$ cat config.mk
export PLATFORM = sky130hd
export DESIGN_NAME = mem_stage_flat
export DESIGN_NICKNAME = d
export VERILOG_FILES = /design/src/rtl/mem_stage_if.sv /design/src/rtl/mem_stage.sv /design/src/flat_wrapper.sv
export SDC_FILE = /design/constraint.sdc
export NUM_CORES = 1
export LEC_CHECK = 0
export CORE_AREA = 2 2 164 166
export DETAILED_ROUTE_END_ITERATION = 12
export DIE_AREA = 0 0 166 168
export HOLD_SLACK_MARGIN = 0.08
export PLACE_DENSITY_LB_ADDON = 0.3
export SLEW_MARGIN = 20
export SYNTH_ARGS = -nofsm -noshare
export SYNTH_HDL_FRONTEND = slang
export SYNTH_SLANG_ARGS = --single-unit
$ cat constraint.sdc
create_clock -name clk -period 4.08 [get_ports clk]
set_input_delay 0.816 -clock clk [delete_from_list [all_inputs] [get_ports clk]]
set_output_delay 0.816 -clock clk [all_outputs]
set_load 0.02 [all_outputs]
$ cat src/rtl/mem_stage_if.sv
// Bundle of EX->MEM, data-SRAM response and MEM->WB/decode signals.
interface mem_stage_if;
  logic        EX_MEM_valid;
  logic        MEM_allowin;
  logic [31:0] EX_pc;
  logic [38:0] EX_rf_bus;
  logic [4:0]  EX_ld_op;
  logic        EX_mem_req;
  logic [81:0] EX_except_bus;
  logic        data_sram_data_ok;
  logic [31:0] data_sram_rdata;
  logic        WB_allowin;
  logic        WB_flush;
  logic        MEM_WB_valid;
  logic [31:0] MEM_pc;
  logic [38:0] MEM_rf_bus;
  logic [81:0] MEM_except_bus;
  logic        MEM_exc_pending;
  logic [38:0] MEM_fwd_bus;
  logic [31:0] mem_stall_cnt;

  modport master (
    output EX_MEM_valid, EX_pc, EX_rf_bus, EX_ld_op,
    output EX_mem_req, EX_except_bus,
    output data_sram_data_ok, data_sram_rdata,
    output WB_allowin, WB_flush,
    input  MEM_allowin, MEM_WB_valid, MEM_pc, MEM_rf_bus,
    input  MEM_except_bus, MEM_exc_pending, MEM_fwd_bus,
    input  mem_stall_cnt
  );

  modport slave (
    input  EX_MEM_valid, EX_pc, EX_rf_bus, EX_ld_op,
    input  EX_mem_req, EX_except_bus,
    input  data_sram_data_ok, data_sram_rdata,
    input  WB_allowin, WB_flush,
    output MEM_allowin, MEM_WB_valid, MEM_pc, MEM_rf_bus,
    output MEM_except_bus, MEM_exc_pending, MEM_fwd_bus,
    output mem_stall_cnt
  );
endinterface

$ cat src/rtl/mem_stage.sv
// Memory-access pipeline stage: waits for data-SRAM response, aligns loads.
// Optional stall counter built when MEM_PERF_CNT_EN is defined.
module mem_stage (
  input  logic        clk,
  input  logic        resetn,
  mem_stage_if.slave  bus
);
  logic        mem_valid;
  logic [31:0] pc_r;
  logic [38:0] rf_bus_r;
  logic [4:0]  ld_op_r;
  logic        mem_req_r;
  logic [81:0] except_r;
  logic        resp_seen;
  logic [31:0] rdata_buf;
  logic        discard;

  logic        ready_go;
  logic        accept;
  logic        resp_hit;
  logic        discard_nxt;
  logic        load_wait;
  logic [31:0] alu_result;
  logic [1:0]  addr_lo;
  logic [31:0] ld_data;
  logic [31:0] ld_shift;
  logic [7:0]  ld_byte;
  logic [15:0] ld_half;
  logic [31:0] final_wdata;

  assign ready_go = ~mem_req_r | resp_seen
                  | (bus.data_sram_data_ok & ~discard);
  assign bus.MEM_allowin = ~mem_valid
                         | (ready_go & bus.WB_allowin);
  assign accept = bus.EX_MEM_valid & bus.MEM_allowin;
  assign resp_hit = bus.data_sram_data_ok & mem_valid
                  & mem_req_r & ~resp_seen & ~discard;

  // A squashed request still owes one data_ok; swallow it later.
  assign discard_nxt =
      (discard & ~bus.data_sram_data_ok)
    | (bus.WB_flush & mem_valid & mem_req_r & ~resp_seen
       & ~(bus.data_sram_data_ok & ~discard));

  always_ff @(posedge clk or negedge resetn) begin
    if (!resetn) begin
      mem_valid <= 1'b0;
      pc_r      <= '0;
      rf_bus_r  <= '0;
      ld_op_r   <= '0;
      mem_req_r <= 1'b0;
      except_r  <= '0;
      resp_seen <= 1'b0;
      rdata_buf <= '0;
      discard   <= 1'b0;
    end else begin
      discard <= discard_nxt;
      if (bus.WB_flush) begin
        mem_valid <= 1'b0;
        resp_seen <= 1'b0;
      end else if (bus.MEM_allowin) begin
        mem_valid <= bus.EX_MEM_valid;
        if (accept) begin
          pc_r      <= bus.EX_pc;
          rf_bus_r  <= bus.EX_rf_bus;
          ld_op_r   <= bus.EX_ld_op;
          mem_req_r <= bus.EX_mem_req;
          except_r  <= bus.EX_except_bus;
          resp_seen <= 1'b0;
        end
      end else if (resp_hit) begin
        resp_seen <= 1'b1;
        rdata_buf <= bus.data_sram_rdata;
      end
    end
  end

  assign alu_result = rf_bus_r[31:0];
  assign addr_lo    = alu_result[1:0];
  assign ld_data    = resp_seen ? rdata_buf : bus.data_sram_rdata;
  assign ld_shift   = ld_data >> {addr_lo, 3'b000};
  assign ld_byte    = ld_shift[7:0];
  assign ld_half    = addr_lo[1] ? ld_data[31:16] : ld_data[15:0];

  always_comb begin
    final_wdata = alu_result;
    unique case (1'b1)
      ld_op_r[0]: final_wdata = {{24{ld_byte[7]}}, ld_byte};
      ld_op_r[1]: final_wdata = {24'h0, ld_byte};
      ld_op_r[2]: final_wdata = {{16{ld_half[15]}}, ld_half};
      ld_op_r[3]: final_wdata = {16'h0, ld_half};
      ld_op_r[4]: final_wdata = ld_data;
      default:    final_wdata = alu_result;
    endcase
  end

  assign load_wait = mem_valid & (|ld_op_r) & ~ready_go;

  assign bus.MEM_WB_valid    = mem_valid & ready_go;
  assign bus.MEM_pc          = pc_r;
  assign bus.MEM_rf_bus      = {rf_bus_r[38:32], final_wdata};
  assign bus.MEM_except_bus  = except_r;
  assign bus.MEM_exc_pending = mem_valid & (except_r[2] | except_r[1]);
  assign bus.MEM_fwd_bus     = {load_wait, rf_bus_r[37] & mem_valid,
                                rf_bus_r[36:32], final_wdata};

`ifdef MEM_PERF_CNT_EN
  logic [31:0] stall_cnt;

  always_ff @(posedge clk or negedge resetn) begin
    if (!resetn) begin
      stall_cnt <= '0;
    end else if (mem_valid & ~ready_go) begin
      stall_cnt <= stall_cnt + 32'd1;
    end
  end

  assign bus.mem_stall_cnt = stall_cnt;
`else
  assign bus.mem_stall_cnt = 32'h0;
`endif
endmodule

$ cat src/flat_wrapper.sv
// flat-port wrapper written by rule: the top's interface ports become plain ports
module mem_stage_flat 
  (clk, resetn, bus_EX_MEM_valid, bus_EX_pc, bus_EX_rf_bus, bus_EX_ld_op, bus_EX_mem_req, bus_EX_except_bus, bus_data_sram_data_ok, bus_data_sram_rdata, bus_WB_allowin, bus_WB_flush, bus_MEM_allowin, bus_MEM_WB_valid, bus_MEM_pc, bus_MEM_rf_bus, bus_MEM_except_bus, bus_MEM_exc_pending, bus_MEM_fwd_bus, bus_mem_stall_cnt);
  mem_stage_if bus_i ();
  input  logic clk;
  input  logic resetn;
  input wire logic [$bits(bus_i.EX_MEM_valid)-1:0] bus_EX_MEM_valid;
  input wire logic [$bits(bus_i.EX_pc)-1:0] bus_EX_pc;
  input wire logic [$bits(bus_i.EX_rf_bus)-1:0] bus_EX_rf_bus;
  input wire logic [$bits(bus_i.EX_ld_op)-1:0] bus_EX_ld_op;
  input wire logic [$bits(bus_i.EX_mem_req)-1:0] bus_EX_mem_req;
  input wire logic [$bits(bus_i.EX_except_bus)-1:0] bus_EX_except_bus;
  input wire logic [$bits(bus_i.data_sram_data_ok)-1:0] bus_data_sram_data_ok;
  input wire logic [$bits(bus_i.data_sram_rdata)-1:0] bus_data_sram_rdata;
  input wire logic [$bits(bus_i.WB_allowin)-1:0] bus_WB_allowin;
  input wire logic [$bits(bus_i.WB_flush)-1:0] bus_WB_flush;
  output wire logic [$bits(bus_i.MEM_allowin)-1:0] bus_MEM_allowin;
  output wire logic [$bits(bus_i.MEM_WB_valid)-1:0] bus_MEM_WB_valid;
  output wire logic [$bits(bus_i.MEM_pc)-1:0] bus_MEM_pc;
  output wire logic [$bits(bus_i.MEM_rf_bus)-1:0] bus_MEM_rf_bus;
  output wire logic [$bits(bus_i.MEM_except_bus)-1:0] bus_MEM_except_bus;
  output wire logic [$bits(bus_i.MEM_exc_pending)-1:0] bus_MEM_exc_pending;
  output wire logic [$bits(bus_i.MEM_fwd_bus)-1:0] bus_MEM_fwd_bus;
  output wire logic [$bits(bus_i.mem_stall_cnt)-1:0] bus_mem_stall_cnt;
  assign bus_i.EX_MEM_valid = bus_EX_MEM_valid;
  assign bus_i.EX_pc = bus_EX_pc;
  assign bus_i.EX_rf_bus = bus_EX_rf_bus;
  assign bus_i.EX_ld_op = bus_EX_ld_op;
  assign bus_i.EX_mem_req = bus_EX_mem_req;
  assign bus_i.EX_except_bus = bus_EX_except_bus;
  assign bus_i.data_sram_data_ok = bus_data_sram_data_ok;
  assign bus_i.data_sram_rdata = bus_data_sram_rdata;
  assign bus_i.WB_allowin = bus_WB_allowin;
  assign bus_i.WB_flush = bus_WB_flush;
  assign bus_MEM_allowin = bus_i.MEM_allowin;
  assign bus_MEM_WB_valid = bus_i.MEM_WB_valid;
  assign bus_MEM_pc = bus_i.MEM_pc;
  assign bus_MEM_rf_bus = bus_i.MEM_rf_bus;
  assign bus_MEM_except_bus = bus_i.MEM_except_bus;
  assign bus_MEM_exc_pending = bus_i.MEM_exc_pending;
  assign bus_MEM_fwd_bus = bus_i.MEM_fwd_bus;
  assign bus_mem_stall_cnt = bus_i.mem_stall_cnt;
  mem_stage u_core (.clk(clk), .resetn(resetn), .bus(bus_i));
endmodule
# Word-level counts from Yosys, hierarchy flattened
# Cells that the tools add are included.
# word_totals
register_bits	194
latch_bits	0
ram_bits	0
rom_bits	0
in_bits	197
word_cells	57
memories	0
# classes
addsub	0
multipliers	0
n_div	0
n_lt_le_gt_ge	0
eq_ne	1
n_shift	1
mux	9
n_bitwise	31
reduce_logical	6
# op_table
operator	n
$pmux W32 S5	1
$mux W32	1
$shr A32 B5 Y8	1
$and A1 B1 Y1	17
$mux W16	1
$not A1 Y1	9
$mux W1	6
$reduce_and A3 Y1	2
$or A1 B1 Y1	5
$reduce_or A5 Y1	1
$ne A3 B3 Y1 const B	1
$reduce_bool A3 Y1	1
$reduce_and A2 Y1	1
$reduce_bool A2 Y1	1

# Longest topological paths before layout
# logic_depth
ltp_word	9
depth_mapped	8

# Least setup slack after synthesis
# No wires, ideal clock.
# synth_timing
path_type	in2out
startpoint	input bus_data_sram_rdata[15]
endpoint	output bus_MEM_rf_bus[17]
t_arrival_ns	2.462
t_required_ns	3.264
setup_slack_ns	0.802
cell_stages	6
cell_sequence	mux2_1 > mux4_2 > a211oi_4 > buf_6 > a21oi_2 > buf_4
# synth_between
elab_chain_cells	3
word_cells_on_any_way	4
cone_classes	shift (1); mux (3)
# synth_rtl
element	line_no	source
from (decl)	flat_wrapper.sv:14	input wire logic [$bits(bus_i.data_sram_rdata)-1:0] bus_data_sram_rdata;
$mux W32 *	mem_stage.sv:80	assign ld_data = resp_seen ? rdata_buf : bus.data_sram_rdata;
$shr A32 B5 Y8 / $mux W16 (equally long branches)	mem_stage.sv:81, mem_stage.sv:83	
$pmux W32 S5 *	mem_stage.sv:87	unique case (1'b1)
to (decl)	flat_wrapper.sv:20	output wire logic [$bits(bus_i.MEM_rf_bus)-1:0] bus_MEM_rf_bus;
# Every way passes the cells marked *; elsewhere a longest branch is shown, timed or not.

# Worst setup path after layout
# layout_timing
startpoint	input bus_data_sram_rdata[15]
endpoint	output bus_MEM_rf_bus[9]
# layout_between
elab_chain_cells	3
# layout_rtl
element	line_no	source
$mux W32	mem_stage.sv:80	
$shr A32 B5 Y8	mem_stage.sv:81	assign ld_shift = ld_data >> {addr_lo, 3'b000};
$pmux W32 S5	mem_stage.sv:87	
# Every way passes these cells.

==> run_results.csv <==
group,metric,value,unit
logic_synthesis,ys_warn_count,0,
sta,period_minus_slack,3.98,ns
logic_synthesis,synthArstFlopShare,100,%
sta,period_share,97.4,%
routing,drt_iter0_drc,287,
layout,fin_area,0.0136,sq mm
floorplanning,rows,60,
floorplanning,die-area,0.0279,sq mm
routing,vias,6605,
sta,max_freq,0.252,GHz
routing,drc,0,
routing,dr.pass1.iters,4,
run_status,status,"finished, final reports clean",
floorplanning,ioPinCount,424,
setup_path,required,3.26,ns
place,gp_congestion,0.787,
sta,timing.slew.headroom,28.2,%
routing,wirelength,26800,um
layout,area_growth,49.1,%
layout,nets,1230,
sta,setup_viol,0,
logic_synthesis,synthesis.instances,681,
sta,clock_skew,0.0183,ns
layout,instances_no_fill,1390,
floorplanning,die_h,168,um
grt,grt_pass1_vias,6969,
cts,ctsHoldBuffers,0,
logic_synthesis,synthesis.area,0.00915,sq mm
logic_synthesis,synth_cell_types,39,
layout,final_core_util,51.8,%
grt,grt_pass1_wl,41200,um
logic_synthesis,netlist.top_cell.by_area,"dfrtp_1",
cts,clk_path_buf_depth,2,
pwr,leakagePower,5.62,nW
sta,tightest_slew,1.08,ns
cts,clkSinkCount,194,
setup_path,endpoint_kind,"primary output",
pwr,ir_drop,0.211,mV
logic_synthesis,netlist.area_leader.share,53.1,%
logic_synthesis,ys_ff_latch,194,
cts,post_cts_buffers,0,
floorplanning,start_util,34.7,%
routing,ant_nets,0,
job,cap_viol_max_count,0,
setup_path,cpMostUsedCell,"clkdlybuf4s50_1",
setup_path,arrival,3.16,ns
cts,path_clk_slew,0.09,ns
place,portBuffers,391,
layout,drive_gt1_share,23.5,%
hold_path,min_path_type,"in2async",
routing,vias_per_cell,4.75,
cts,clkLatencyLatePin,0.44,ns
place,dpl-instance-area,0.0131,sq mm
grt,grt_overflow,0,
grt,track_usage,19.1,%
setup_path,cpLargestDelayFamily,"buffers and inverters",
setup_path,worst-path-buf-inv,3,
cts,clockRootBuffer,"clkbuf_16",
sta,rsz0062_at_grt,"false",
setup_path,worstPathCellList,"clkdlybuf4s50_1 -> mux2_1 -> mux4_2 -> buf_4 -> a21oi_2 -> a21oi_1 -> clkdlybuf4s50_1",
sta,finalMaxSlewViolations,0,
place,dp_hpwl,20700,um
logic_synthesis,synth.top_cells.by_area,"dfrtp_1 (53%), mux2_2 (20%), buf_4 (6.3%)",
logic_synthesis,avgSynthCellArea,13.4,sq um
logic_synthesis,synth_top_flop_cell,"dfrtp_1",
setup_path,path_max_fanout,5,
setup_path,critPathLaunchType,"primary input",
logic_synthesis,yosysSeqAreaShare,53.1,%
place,dpl.cell_count,1355,
grt,grt_max_degree,88,
routing,wl_per_cell,19.3,um
setup_path,path_class,"in2out",
cts,htree_levels,4,
sta,hold_violations,0,
cts,cts_tree,"yes",
floorplanning,die_w,166,um
grt,antenna_found_initial,5,
setup_path,cp_slowest_cell,"mux4_2",
logic_synthesis,synth_edf_count,0,
pwr,power_density,489,mW/mm^2
floorplanning,core_area,0.0264,sq mm
setup_path,critical_path.max_stage_delay,0.58,ns
cts,numCtsBuffers,17,
==> power breakdown <==
group	internal [W]	switching, W	total [W]
combinational	0.00122	0.00122	0.00244
clock	0.000830	0.000877	0.00171
sequential	0.00231	0.000221	0.00253
total	0.00435	0.00232	0.00667
==> cell families (layout without fill, tap and decap cells) <==
| logic type | count (synthesis) | count (layout) | synth area share, % |
|---|---|---|---|
| compound gates | 63 | 63 | 4.90 |
| other cells | 1 | 35 | 0.0410 |
| mux | 232 | 232 | 29.5 |
| simple gates | 75 | 75 | 3.80 |
| buf+inv | 116 | 450 | 8.68 |
| flops | 194 | 194 | 53.1 |
==> cell usage in the layout (no fill, tap or decap), drive strengths merged, types with 3 or more instances in the layout <==
cell and count:
a21oi 29, mux4 9, inv 8, buf 25
a22oi 11, dlymetal6s2s 3, o21ai 7, dlygate4sd2 42
mux2 212, clkinv 7, conb 32, mux2i 11
dfrtp 194, diode 3, clkdlybuf4s50 345, nor2b 5
nand2 24, clkbuf 19, nand2b 5, o211ai 5
nor2 29
==> final timing paths <==
path / start / end / slack (ns) / cells after the start
setup / recovery: bus_data_sram_rdata[15] / bus_MEM_rf_bus[9] / 0.10 / 7
hold / removal: resetn / u_core.discard / 0.41 / 1
setup reg to reg: u_core.resp_seen / u_core.rdata_buf[10] / 1.33 / 5
hold reg to reg: u_core.rf_bus_r[27] / u_core.rf_bus_r[27] / 0.49 / 1
max in group asynchronous: resetn / u_core.bus.MEM_pc[18] / 2.75 / 2
min in group clk: u_core.rf_bus_r[27] / u_core.rf_bus_r[27] / 0.49 / 1
==> registers in the layout, summed over array words and instances, names as in the netlist <==
| signal | count |
|---|---|
| u_core.bus.MEM_except_bus | 82 |
| u_core.rf_bus_r | 39 |
| u_core.bus.MEM_pc | 32 |
| u_core.rdata_buf | 32 |
| u_core.ld_op_r | 5 |
| u_core.discard | 1 |
| u_core.mem_req_r | 1 |
| u_core.mem_valid | 1 |
| u_core.resp_seen | 1 |
==> cell usage after synthesis (all sizes together), types with 2 or more instances <==
cell type and count:
o211ai 5, nand3b 2, inv 2, dfrtp 194
mux2i 11, o221ai 2, mux2 212, nand3 2
buf 103, mux4 9, nor2b 5, a211oi 2
a21oi 29, and2 2, nor2 29, o21a 2
clkbuf 11, nand2 24, a22oi 11, nand2b 5
o21ai 7
==> area by class of cell <==
cell class,count,area (sq um)
repair buffers,416,4110
multi-input cells,402,3640
fillers,2363,12700
diodes,3,7.51
well taps,341,427
clock inverters,14,166
clock buffers,18,429
inverters,2,7.51
flip-flops and latches,194,4860
==> routing by layer <==
layer	wire (um)	share of wire [%]	vias to the layer above	GRT usage, %
met3	2300	8.6	35	7.31
met2	13400	50	246	33.4
met5	27	0.10	-	0
li1	-	-	3002	-
met1	10600	40	3318	21.9
met4	502	1.9	4	5.14
==> per-stage QoR <==
stage	TNS, ns	power [W]	worst slack [ns]	hold slack [ns]
2_1_floorplan	0	0.00395	0.802	0.459
3_3_place_gp	-0.225	0.00509	-0.0386	0.467
3_5_place_dp	-1.00	0.00513	-0.124	0.478
4_1_cts	0	0.00677	0.0584	0.445
5_1_grt	0	0.00699	0.00272	0.473
6_report	0	0.00667	0.104	0.406
==> worst reg2reg max path, stage by stage (launching register included) <==
cell and delay (ns):
dfrtp_2 0.49, buf_12 0.21, nand3b_1 0.20, or4b_1 1.01
buf_4 0.39, mux2_1 0.32
==> repair_timing <==
item	in CTS	in global routing
resized for setup	44	4
setup endpoints to repair	42	6
endpoints found under the hold margin	0	0
Note: power is estimated with default switching activity, not from simulation.
